`config.mk`:
```
export PLATFORM = sky130hd
export DESIGN_NAME = warp_scheduler_flat
export DESIGN_NICKNAME = d
export VERILOG_FILES = /design/src/rtl/warp_scheduler_if.sv /design/src/rtl/warp_scheduler.sv /design/src/flat_wrapper.sv
export SDC_FILE = /design/constraint.sdc
export NUM_CORES = 1
export LEC_CHECK = 0
export ABC_AREA = 1
export BUFFER_PORTS_ARGS = -buffer_cell sky130_fd_sc_hd__buf_2
export CORE_MARGIN = 5
export CORE_UTILIZATION = 55
export DETAILED_ROUTE_END_ITERATION = 8
export GPL_TIMING_DRIVEN = 0
export PLACE_DENSITY = 0.73
export SLEW_MARGIN = 5
export SYNTH_ARGS = -nofsm -noshare
export SYNTH_HDL_FRONTEND = slang
export SYNTH_SLANG_ARGS = --single-unit
```
`constraint.sdc`:
```
create_clock -name clk -period 4.37 [get_ports clk]
set_input_delay 0.2185 -clock clk [delete_from_list [all_inputs] [get_ports clk]]
set_output_delay 0.2185 -clock clk [all_outputs]
set_load 0.02 [all_outputs]
```
`src/rtl/warp_scheduler_if.sv`:
```
// Issue and writeback-update channels between the warp scheduler and the fetch/writeback stages.
// The master modport is the scheduler side; the slave modport is the fetch/writeback side.
interface warp_scheduler_if #(
    parameter int NUM_WARPS    = 8,
    parameter int WARP_WIDTH   = 32,
    parameter int R_ADDR_WIDTH = 10,
    parameter int PC_WIDTH     = 16,
    parameter int WID_DEPTH    = $clog2(NUM_WARPS)
) ();
    logic                    issue_valid;
    logic                    issue_ready;
    logic [WID_DEPTH-1:0]    issue_wid;
    logic [PC_WIDTH-1:0]     issue_pc;
    logic [WARP_WIDTH-1:0]   issue_mask;
    logic [R_ADDR_WIDTH-1:0] issue_base_reg;

    logic                    upd_valid;
    logic [WID_DEPTH-1:0]    upd_wid;
    logic [PC_WIDTH-1:0]     upd_pc;
    logic [WARP_WIDTH-1:0]   upd_mask;
    logic                    upd_done;

    modport master (
        output issue_valid, issue_wid, issue_pc, issue_mask, issue_base_reg,
        input  issue_ready,
        input  upd_valid, upd_wid, upd_pc, upd_mask, upd_done
    );

    modport slave (
        input  issue_valid, issue_wid, issue_pc, issue_mask, issue_base_reg,
        output issue_ready,
        output upd_valid, upd_wid, upd_pc, upd_mask, upd_done
    );
endinterface

```
`src/rtl/warp_scheduler.sv`:
```
// Warp slot table with lowest-free allocation, round-robin issue to fetch and writeback retire/update.
// Optional WARP_SCHED_STATS_EN adds issue_cnt / stall_cnt performance counters.
module warp_scheduler #(
    parameter int NUM_WARPS    = 8,
    parameter int WARP_WIDTH   = 32,
    parameter int R_ADDR_WIDTH = 10,
    parameter int PC_WIDTH     = 16,
    parameter int WID_DEPTH    = $clog2(NUM_WARPS)
) (
    input  logic                    clk,
    input  logic                    rst,
    input  logic                    wi,
    input  logic [WARP_WIDTH-1:0]   wmask_i,
    input  logic [R_ADDR_WIDTH-1:0] base_reg_i,
    output logic                    full,
    output logic                    idle,
    output logic                    alloc_err,
    warp_scheduler_if.master        bus
`ifdef WARP_SCHED_STATS_EN
    ,
    output logic [31:0]             issue_cnt,
    output logic [31:0]             stall_cnt
`endif
);

    logic [NUM_WARPS-1:0]    valid_r;
    logic [NUM_WARPS-1:0]    inflight_r;
    logic [PC_WIDTH-1:0]     pc_r   [NUM_WARPS];
    logic [WARP_WIDTH-1:0]   mask_r [NUM_WARPS];
    logic [R_ADDR_WIDTH-1:0] base_r [NUM_WARPS];
    logic [WID_DEPTH-1:0]    rr_ptr_r;
    logic                    alloc_err_r;

    logic [NUM_WARPS-1:0]    eligible_s;
    logic [WID_DEPTH-1:0]    win_s;
    logic                    win_found_s;
    logic [WID_DEPTH-1:0]    free_s;
    logic                    alloc_s;
    logic                    hs_s;
    logic                    upd_ok_s;
    logic                    retire_s;

    assign eligible_s = valid_r & ~inflight_r;
    assign full       = &valid_r;
    assign idle       = ~|valid_r;
    assign alloc_err  = alloc_err_r;

    // Round-robin winner: first eligible slot after rr_ptr, wrapping naturally in WID_DEPTH bits.
    always_comb begin
        logic [WID_DEPTH-1:0] idx;
        logic                 hit;
        idx         = '0;
        hit         = 1'b0;
        win_s       = '0;
        win_found_s = 1'b0;
        for (int k = 1; k <= NUM_WARPS; k++) begin
            idx         = rr_ptr_r + WID_DEPTH'(k);
            hit         = eligible_s[idx] & ~win_found_s;
            win_s       = hit ? idx : win_s;
            win_found_s = win_found_s | hit;
        end
    end

    // Lowest-index free slot; scanning downward lets the lowest index overwrite last.
    always_comb begin
        free_s = '0;
        for (int i = NUM_WARPS - 1; i >= 0; i--) begin
            free_s = valid_r[i] ? free_s : WID_DEPTH'(i);
        end
    end

    // Offer the winner to fetch; all fields forced to zero when nothing is eligible.
    always_comb begin
        bus.issue_valid    = win_found_s;
        bus.issue_wid      = win_found_s ? win_s : '0;
        bus.issue_pc       = win_found_s ? pc_r[win_s] : '0;
        bus.issue_mask     = win_found_s ? mask_r[win_s] : '0;
        bus.issue_base_reg = win_found_s ? base_r[win_s] : '0;
    end

    // Event decode; allocation, issue and update always target distinct slots.
    always_comb begin
        alloc_s  = wi & ~full;
        hs_s     = win_found_s & bus.issue_ready;
        upd_ok_s = bus.upd_valid & valid_r[bus.upd_wid] & inflight_r[bus.upd_wid];
        retire_s = upd_ok_s & (bus.upd_done | (bus.upd_mask == '0));
    end

    // Slot table, round-robin pointer and sticky allocation error.
    always_ff @(posedge clk) begin
        if (!rst) begin
            valid_r     <= '0;
            inflight_r  <= '0;
            rr_ptr_r    <= WID_DEPTH'(NUM_WARPS - 1);
            alloc_err_r <= 1'b0;
            for (int i = 0; i < NUM_WARPS; i++) begin
                pc_r[i]   <= '0;
                mask_r[i] <= '0;
                base_r[i] <= '0;
            end
        end else begin
            if (alloc_s) begin
                valid_r[free_s]    <= 1'b1;
                inflight_r[free_s] <= 1'b0;
                pc_r[free_s]       <= '0;
                mask_r[free_s]     <= wmask_i;
                base_r[free_s]     <= base_reg_i;
            end
            if (wi && full) begin
                alloc_err_r <= 1'b1;
            end
            if (hs_s) begin
                inflight_r[win_s] <= 1'b1;
                rr_ptr_r          <= win_s;
            end
            if (upd_ok_s) begin
                inflight_r[bus.upd_wid] <= 1'b0;
                if (retire_s) begin
                    valid_r[bus.upd_wid] <= 1'b0;
                end else begin
                    pc_r[bus.upd_wid]   <= bus.upd_pc;
                    mask_r[bus.upd_wid] <= bus.upd_mask;
                end
            end
        end
    end

`ifdef WARP_SCHED_STATS_EN
    logic [31:0] issue_cnt_r;
    logic [31:0] stall_cnt_r;

    // Free-running wrap-around counters of accepted issues and back-pressured offers.
    always_ff @(posedge clk) begin
        if (!rst) begin
            issue_cnt_r <= 32'd0;
            stall_cnt_r <= 32'd0;
        end else begin
            if (hs_s) begin
                issue_cnt_r <= issue_cnt_r + 32'd1;
            end
            if (win_found_s && !bus.issue_ready) begin
                stall_cnt_r <= stall_cnt_r + 32'd1;
            end
        end
    end

    assign issue_cnt = issue_cnt_r;
    assign stall_cnt = stall_cnt_r;
`endif

endmodule
```
`src/flat_wrapper.sv`:
```
// flat-port wrapper written by rule: the top's interface ports become plain ports
module warp_scheduler_flat 
#(
    parameter int NUM_WARPS    = 8,
    parameter int WARP_WIDTH   = 32,
    parameter int R_ADDR_WIDTH = 10,
    parameter int PC_WIDTH     = 16,
    parameter int WID_DEPTH    = $clog2(NUM_WARPS)
)
  (clk, rst, wi, wmask_i, base_reg_i, full, idle, alloc_err, bus_issue_valid, bus_issue_wid, bus_issue_pc, bus_issue_mask, bus_issue_base_reg, bus_issue_ready, bus_upd_valid, bus_upd_wid, bus_upd_pc, bus_upd_mask, bus_upd_done);
  warp_scheduler_if #(.NUM_WARPS(NUM_WARPS), .WARP_WIDTH(WARP_WIDTH), .R_ADDR_WIDTH(R_ADDR_WIDTH), .PC_WIDTH(PC_WIDTH), .WID_DEPTH(WID_DEPTH)) bus_i ();
  input  logic clk;
  input  logic rst;
  input  logic wi;
  input  logic [WARP_WIDTH-1:0] wmask_i;
  input  logic [R_ADDR_WIDTH-1:0] base_reg_i;
  output logic full;
  output logic idle;
  output logic alloc_err;
  output wire logic [$bits(bus_i.issue_valid)-1:0] bus_issue_valid;
  output wire logic [$bits(bus_i.issue_wid)-1:0] bus_issue_wid;
  output wire logic [$bits(bus_i.issue_pc)-1:0] bus_issue_pc;
  output wire logic [$bits(bus_i.issue_mask)-1:0] bus_issue_mask;
  output wire logic [$bits(bus_i.issue_base_reg)-1:0] bus_issue_base_reg;
  input wire logic [$bits(bus_i.issue_ready)-1:0] bus_issue_ready;
  input wire logic [$bits(bus_i.upd_valid)-1:0] bus_upd_valid;
  input wire logic [$bits(bus_i.upd_wid)-1:0] bus_upd_wid;
  input wire logic [$bits(bus_i.upd_pc)-1:0] bus_upd_pc;
  input wire logic [$bits(bus_i.upd_mask)-1:0] bus_upd_mask;
  input wire logic [$bits(bus_i.upd_done)-1:0] bus_upd_done;
  assign bus_issue_valid = bus_i.issue_valid;
  assign bus_issue_wid = bus_i.issue_wid;
  assign bus_issue_pc = bus_i.issue_pc;
  assign bus_issue_mask = bus_i.issue_mask;
  assign bus_issue_base_reg = bus_i.issue_base_reg;
  assign bus_i.issue_ready = bus_issue_ready;
  assign bus_i.upd_valid = bus_upd_valid;
  assign bus_i.upd_wid = bus_upd_wid;
  assign bus_i.upd_pc = bus_upd_pc;
  assign bus_i.upd_mask = bus_upd_mask;
  assign bus_i.upd_done = bus_upd_done;
  warp_scheduler #(.NUM_WARPS(NUM_WARPS), .WARP_WIDTH(WARP_WIDTH), .R_ADDR_WIDTH(R_ADDR_WIDTH), .PC_WIDTH(PC_WIDTH), .WID_DEPTH(WID_DEPTH)) u_core (.clk(clk), .rst(rst), .wi(wi), .wmask_i(wmask_i), .base_reg_i(base_reg_i), .full(full), .idle(idle), .alloc_err(alloc_err), .bus(bus_i));
endmodule
```
==> impl_results.md, run 1 <==
- Startpoint Class: register
- Final std cells w/o fill: 3722
- Clk buf depth: 3
- Seq/Total Area, Yosys: 0.576
- Drt via density: 6.23
- Rows: 78
- Root Buffer: clkbuf_16
- First-pass GRT wire length: 139 mm
- Critical Path AT: 4020 ps
- Final min period: 4240 ps
- Pin slew with the least headroom to its limit: 1130 ps
- Placed insts: 3626
- Area Overhead vs Synth: 15.5%
- Clock Latency Late Sink: 620 ps
- Synth warn: 0
- Yosys reg bits: 484
- CTS tree: built
- Top Metal Used: met5
- Worst r2r src: u_core.valid_r[1]$_SDFF_PN0_
- Fill cells: 3785
- Critical Setup Path Class: register to output pin
- Grt total ovfl: 0
- RR Endpoint: u_core.mask_r[7][15]$_DFFE_PP_
- Final WS setup: 133 ps
- Die ar.: 49600 sq um
- Commonest cells after routing, fill and taps aside: nand2_1, edfxtp_1, inv_1
- Met3 WL: 15.1 mm
- Commonest non-fill, non-tap cell in the layout: nand2_1
- Slew HR: 0.245
- Mean area per synthesized cell: 8.71 sq um
- Largest net degree at the start of global routing: 42
- Clock Pin Slew Worst Setup and Hold Paths: 60 ps
- Drt pass-1 iters: 6
- Drt drc: 0
- Flop2flop setup slack: 320 ps
- Metal1 wirelength: 32.4 mm
- Placement Setup Slack: -991 ps
- Final wirelength: 97.5 mm
- Synth unique cells: 37
- Fmax: 236 MHz
- Final setup vio count: 0
- Max_cap viols: 0
- CTS Sinks: 484
- Inserted Clock Buffers: 51
- Hold Path Sink: u_core.pc_r[1][14]$_SDFFCE_PN0P_
- Net total in the final layout: 3182
- Clock skew: 19.8 ps
- Mapped cell area: 24900 sq um
- Cells on Worst Hold Path: 3
- Fraction of layout cells with a size suffix above 1: 0.129
- Avg WL per Cell: 26.2 um
- Crit path max fanout: 10
- Initial Util: 0.551
- H-tree levels: 2
- Core Region: 45100 sq um
- Routability cong.: 1.00
- Vias: 23200
- Synthesized net count: 2957
- Post-DRT Antenna Nets: 0
- Outcome: completed
- Nature of the critical path endpoint: output pin
- Die height: 223 um
- Met2 wire len: 43.0 mm
- Post-detail-place hpwl: 63.8 mm
- Worst reg2reg path depth: 8
- Min-Delay Path Class: input pin to register
- I/O pin total: 164
- Fin. max-slew vios: 0
- Initial drt markers: 3944
- Total track usage: 0.378
- Period utilization: 0.970
- Final Hold Viols: 0
- Gate count of the mapped netlist: 2856
- Worst EP required: 4150 ps
- Die Width: 223 um
- Critical hold path startpoint: bus_upd_pc[14]
- Vias in the first global route: 22300
- Initial antenna violation count: 1
- PortBufs: 162
-- per-stage QoR --
step | instance area [sq um] | util | hold WS (ps) | setup TNS, ps
floorplan | 24900 | - | 363 | 0
global placement | 26400 | 0.586 | 436 | -1205370
detailed placement | 26700 | 0.593 | 441 | -256840
CTS | 28600 | 0.634 | 16.8 | -5.17
global route | 28700 | 0.637 | 50.8 | -13.4
finish | 28700 | 0.637 | 27.7 | 0
-- worst max-delay path, stage by stage (launching register included) --
cell and delay, ps:
dfxtp_1 350, buf_6 130, inv_2 80, ha_4 330
inv_2 70, nand3_1 110, nand3_1 80, nand2_1 200
inv_2 60, nand2_1 120, o21ai_1 80, nor2_2 210
nand3_4 160, nand2_1 130, buf_6 150, buf_6 170
buf_6 250, nand2_1 90, nand3_1 90, nand2_1 60
nor2_2 240, buf_2 210
-- routing by layer --
layer	vias up	GRT usage
met4	2	0.228
met1	10700	0.477
li1	9983	-
met5	-	0
met2	2051	0.581
met3	444	0.109
-- synthesized netlist by cell type, drive strengths merged --
library cell | instances | area (sq um)
a22oi | 8 | 60.1
nor3 | 9 | 45.0
nor4 | 9 | 56.3
a21oi | 18 | 90.1
and2 | 1 | 6.26
nor2 | 316 | 1200
clkbuf | 113 | 424
nand4 | 9 | 62.6
inv | 421 | 1580
xnor2 | 1 | 16.3
o21bai | 1 | 7.51
buf | 65 | 359
o21ai | 63 | 315
nand3b | 60 | 454
a21boi | 1 | 7.51
ha | 2 | 25.0
dfxtp | 20 | 400
edfxtp | 464 | 13900
clkinv | 9 | 33.8
o22ai | 261 | 1630
o311ai | 1 | 8.76
xor2 | 2 | 43.8
o221ai | 1 | 8.76
nand3 | 253 | 1280
nand2 | 748 | 2810
-- kinds of logic (layout without fill, tap and decap cells) --
family | after synthesis | count (layout) | share of synthesized area
AND/OR/NAND/NOR | 1405 | 1405 | 0.238
adder cells (fa/ha/maj) | 2 | 2 | 0.00101
other | 0 | 1 | 0
AO/OA/AOI/OAI | 354 | 354 | 0.0857
XOR/XNOR | 3 | 3 | 0.00242
flip-flops | 484 | 484 | 0.576
buffers and inverters | 608 | 873 | 0.0964
-- sequential cells by signal (all words and copies together) (netlist names) --
register / count
u_core.base_r: 80
u_core.alloc_err: 1
u_core.mask_r: 256
u_core.pc_r: 128
u_core.valid_r: 8
u_core.rr_ptr_r: 3
u_core.inflight_r: 8
-- how the worst max path moves through the flow --
stage | start | end | depth (start not counted)
2_1_floorplan | u_core.valid_r[2]$_SDFF_PN0_ | u_core.mask_r[1][0]$_DFFE_PP_ | 9
3_3_place_gp | bus_upd_mask[29] | u_core.mask_r[5][25]$_DFFE_PP_ | 9
3_5_place_dp | bus_upd_mask[29] | u_core.mask_r[5][25]$_DFFE_PP_ | 10
4_1_cts | u_core.rr_ptr_r[1]$_SDFFE_PN1N_ | bus_issue_pc[7] | 22
5_1_grt | u_core.rr_ptr_r[1]$_SDFFE_PN1N_ | bus_issue_pc[5] | 21
6_report | u_core.rr_ptr_r[1]$_SDFFE_PN1N_ | bus_issue_base_reg[9] | 21
-- repair_timing --
action                     in CTS  in global routing
resized for setup             119                 42
setup endpoints to repair     265                139
hold endpoints to repair        1                  0
buffers inserted                2                  4
hold buffers                    1                  0
gates cloned                    0                  0
pin swaps                       2                  6
-- layout make-up --
type	instances	area [sq um]	area share
sequential	484	14300	0.499
tap	600	751	0.0261
antenna	1	2.50	0.0000871
inverter	430	1620	0.0562
multi-input combinational	1764	8370	0.292
clock buffer	60	1350	0.0471
timing repair buffer	177	1070	0.0372
clock inverter	33	243	0.00845
buffer	173	986	0.0343
Power of run 1 is not shown: default switching activity piles up to over one toggle a cycle in this logic, so the estimate is an artifact.
==> run 2, diff against run 1 <==
--- a/config.mk
+++ b/config.mk
@@ -8,10 +8,10 @@
 export ABC_AREA = 1
 export BUFFER_PORTS_ARGS = -buffer_cell sky130_fd_sc_hd__buf_2
 export CORE_MARGIN = 5
-export CORE_UTILIZATION = 55
+export CORE_UTILIZATION = 45
 export DETAILED_ROUTE_END_ITERATION = 8
 export GPL_TIMING_DRIVEN = 0
-export PLACE_DENSITY = 0.73
+export SETUP_SLACK_MARGIN = 0.5
 export SLEW_MARGIN = 5
 export SYNTH_ARGS = -nofsm -noshare
 export SYNTH_HDL_FRONTEND = slang
==> run 2 against run 1 <==
Sequential cell count unchanged. Wire length increased by 9.9%. Clock-buffer cell count increased by 2. Via count increased by 1.3%. Highest routed layer is now met4. Clock skew increased by 14 ps. First-iteration DRC count decreased by 7.0%. Design area increased by 12%. Critical path type unchanged. The run now ends with max-capacitance violations, max-slew violations left.
==> impl_results.md, run 2 (synthesis gave the netlist of run 1 again) <==
- Met3 global-route usage: 0.0965 (was 0.109)
- Largest registers: u_core.mask_r x256, u_core.pc_r x128, u_core.base_r x80 (unchanged)
- Commonest cells after routing, fill and taps aside: nand2_1, edfxtp_1, inv_1 (unchanged)
- I/O pin total: 164 (unchanged)
- Final Hold Viols: 0 (unchanged)
- Outcome: finished with violations (was completed)
- Nature of the critical path endpoint: output pin (unchanged)
- Routability cong.: 0.953 (was 1.00)
- Largest register FFs: 256 (unchanged)
- Avg WL per Cell: 27.5 um (was 26.2 um)
- Post-detail-place hpwl: 66.5 mm (was 63.8 mm)
- H-tree levels: 2 (unchanged)
- Worst Setup EP: bus_issue_mask[5] (was bus_issue_base_reg[9])
- Max_cap viols: 1 (was 0)
- Core Region: 54900 sq um (was 45100 sq um)
- Initial antenna violation count: 2 (was 1)
- PortBufs: 162 (unchanged)
- RR Endpoint: u_core.pc_r[7][12]$_SDFFCE_PN0P_ (was u_core.mask_r[7][15]$_DFFE_PP_)
- CTS Sinks: 484 (unchanged)
- Final setup vio count: 0 (unchanged)
- Min-Delay Path Class: input pin to register (unchanged)
- Root Buffer: clkbuf_16 (unchanged)
- Total track usage: 0.345 (was 0.378)
- Clk buf depth: 3 (unchanged)
- Initial drt markers: 3666 (was 3944)
- Worst r2r src: u_core.valid_r[2]$_SDFF_PN0_ (was u_core.valid_r[1]$_SDFF_PN0_)
- Final wirelength: 107 mm (was 97.5 mm)
- Grt total ovfl: 0 (unchanged)
- Final WS setup: 310 ps (was 133 ps)
- Met1 GRT Util: 0.440 (was 0.477)
- Vias in the first global route: 22100 (was 22300)
- Drt pass-1 iters: 5 (was 6)
- Die Width: 245 um (was 223 um)
- Commonest non-fill, non-tap cell in the layout: nand2_1 (unchanged)
- GR Util met2: 0.536 (was 0.581)
- Crit. Startpoint: u_core.rr_ptr_r[0]$_SDFFE_PN1N_ (was u_core.rr_ptr_r[1]$_SDFFE_PN1N_)
- Drt via density: 6.02 (was 6.23)
- Cells on Worst Hold Path: 3 (unchanged)
- Area Overhead vs Synth: 29.9% (was 15.5%)
- Critical Path AT: 3840 ps (was 4020 ps)
- Placement Setup Slack: -1400 ps (was -991 ps)
- Die height: 245 um (was 223 um)
- Reg with most FFs: u_core.mask_r (unchanged)
- Vias: 23500 (was 23200)
- Initial Util: 0.453 (was 0.551)
- Inserted Clock Buffers: 53 (was 51)
- Worst EP required: 4150 ps (about the same)
- Final min period: 4060 ps (was 4240 ps)
- Fraction of layout cells with a size suffix above 1: 0.204 (was 0.129)
- Post-DRT Antenna Nets: 0 (unchanged)
- Violated checks: max-capacitance violations, max-slew violations
- RSZ-0062 raised after global routing: yes
- Net total in the final layout: 3255 (was 3182)
- Startpoint Class: register (unchanged)
- Critical Setup Path Class: register to output pin (unchanged)
- Pin slew with the least headroom to its limit: 1500 ps (was 1130 ps)
- Clock Latency Late Sink: 640 ps (was 620 ps)
- Die ar.: 60100 sq um (was 49600 sq um)
- Critical hold path startpoint: bus_upd_pc[15] (was bus_upd_pc[14])
- Slew HR: -0.000790 (was 0.245)
- Rows: 86 (was 78)
- Clock skew: 33.9 ps (was 19.8 ps)
- Worst reg2reg path depth: 8 (unchanged)
- CTS tree: built (unchanged)
- Crit path max fanout: 10 (unchanged)
- Period utilization: 0.929 (was 0.970)
- Largest net degree at the start of global routing: 40 (was 42)
- Clock Pin Slew Worst Setup and Hold Paths: 70 ps (was 60 ps)
- Drt drc: 0 (unchanged)
- GR peak layer: met2 (unchanged)
- First-pass GRT wire length: 151 mm (was 139 mm)
- Flop2flop setup slack: 530 ps (was 320 ps)
- Fmax: 246 MHz (was 236 MHz)
- Fin. max-slew vios: 12 (was 0)
run 2: cell types whose count changed in the layout (fill, tap and decap cells not counted), sizes merged:
cell           change
buf               +56
bufinv             +3
clkbuf             +8
clkdlybuf4s15      +4
clkinv             -3
clkinvlp           +1
dlygate4sd3        +1
inv                +1
nand3              +3
run 2: metal layers:
| metal | routed length, um | vias to the layer above |
|---|---|---|
| met4 | 7040 | 0 |
| li1 | - | 10200 |
| met5 | 0 | - |
| met1 | 38100 | 11100 |
| met2 | 47800 | 1816 |
| met3 | 14300 | 426 |
run 2: worst min-delay path by stage:
stage                                        to  slack (ps)
2_1_floorplan     u_core.alloc_err$_SDFFE_PN0P_         360
5_1_grt         u_core.pc_r[6][8]$_SDFFCE_PN0P_          30
6_report       u_core.pc_r[0][15]$_SDFFCE_PN0P_           7
4_1_cts        u_core.pc_r[0][15]$_SDFFCE_PN0P_           5
3_3_place_gp      u_core.alloc_err$_SDFFE_PN0P_         440
3_5_place_dp      u_core.alloc_err$_SDFFE_PN0P_         440
run 2: area by class of cell:
cell class / instances / area [sq um]
clock buffer: 62 / 1400
timing repair inverter: 1 / 16.3
multi-input combinational: 1767 / 9380
clock inverter: 34 / 335
buffer: 178 / 1910
sequential: 484 / 14300
antenna: 1 / 2.50
timing repair buffer: 239 / 2360
tap: 704 / 881
fill: 4648 / 22600
inverter: 430 / 1660
run 2: metrics by stage:
stage           TNS, ps  instance area (sq um)  utilization  cells  hold WS (ps)
3_3_place_gp   -1358580                  26600        0.484   3722           439
4_1_cts               0                  31800        0.579   3888          5.09
3_5_place_dp    -375630                  26800        0.489   3730           438
6_report              0                  32300        0.588   3900          6.79
5_1_grt               0                  32300        0.588   3899          27.3
2_1_floorplan         0                  24900            -   2856           363
run 2: worst max-delay path, cell delays in order, from the launching register on:
cell       delay (ps)
dfxtp_4           370
inv_6             100
ha_4              210
clkbuf_16         160
clkinv_8           70
nand3_4           110
nand3_4           120
nand2_4            60
nor2_4            110
nand4_4           100
nor2_4            180
buf_6             130
buf_6              80
nand4_1           130
buf_4             200
nand3_4           140
nor2_4             60
buf_12            150
buf_8             170
nand2_2           120
nand3_4            70
nor2_4            180
buf_6             150
run 2: repair_timing:
action	CTS	global route
endpoints found under the setup margin	498	365
resized for setup	607	117
cloned	27	1
pin swaps	75	36
endpoints found under the hold margin	3	0
buffers inserted	33	10
hold buffers	2	0
Power of run 2 is left out for the same reason.
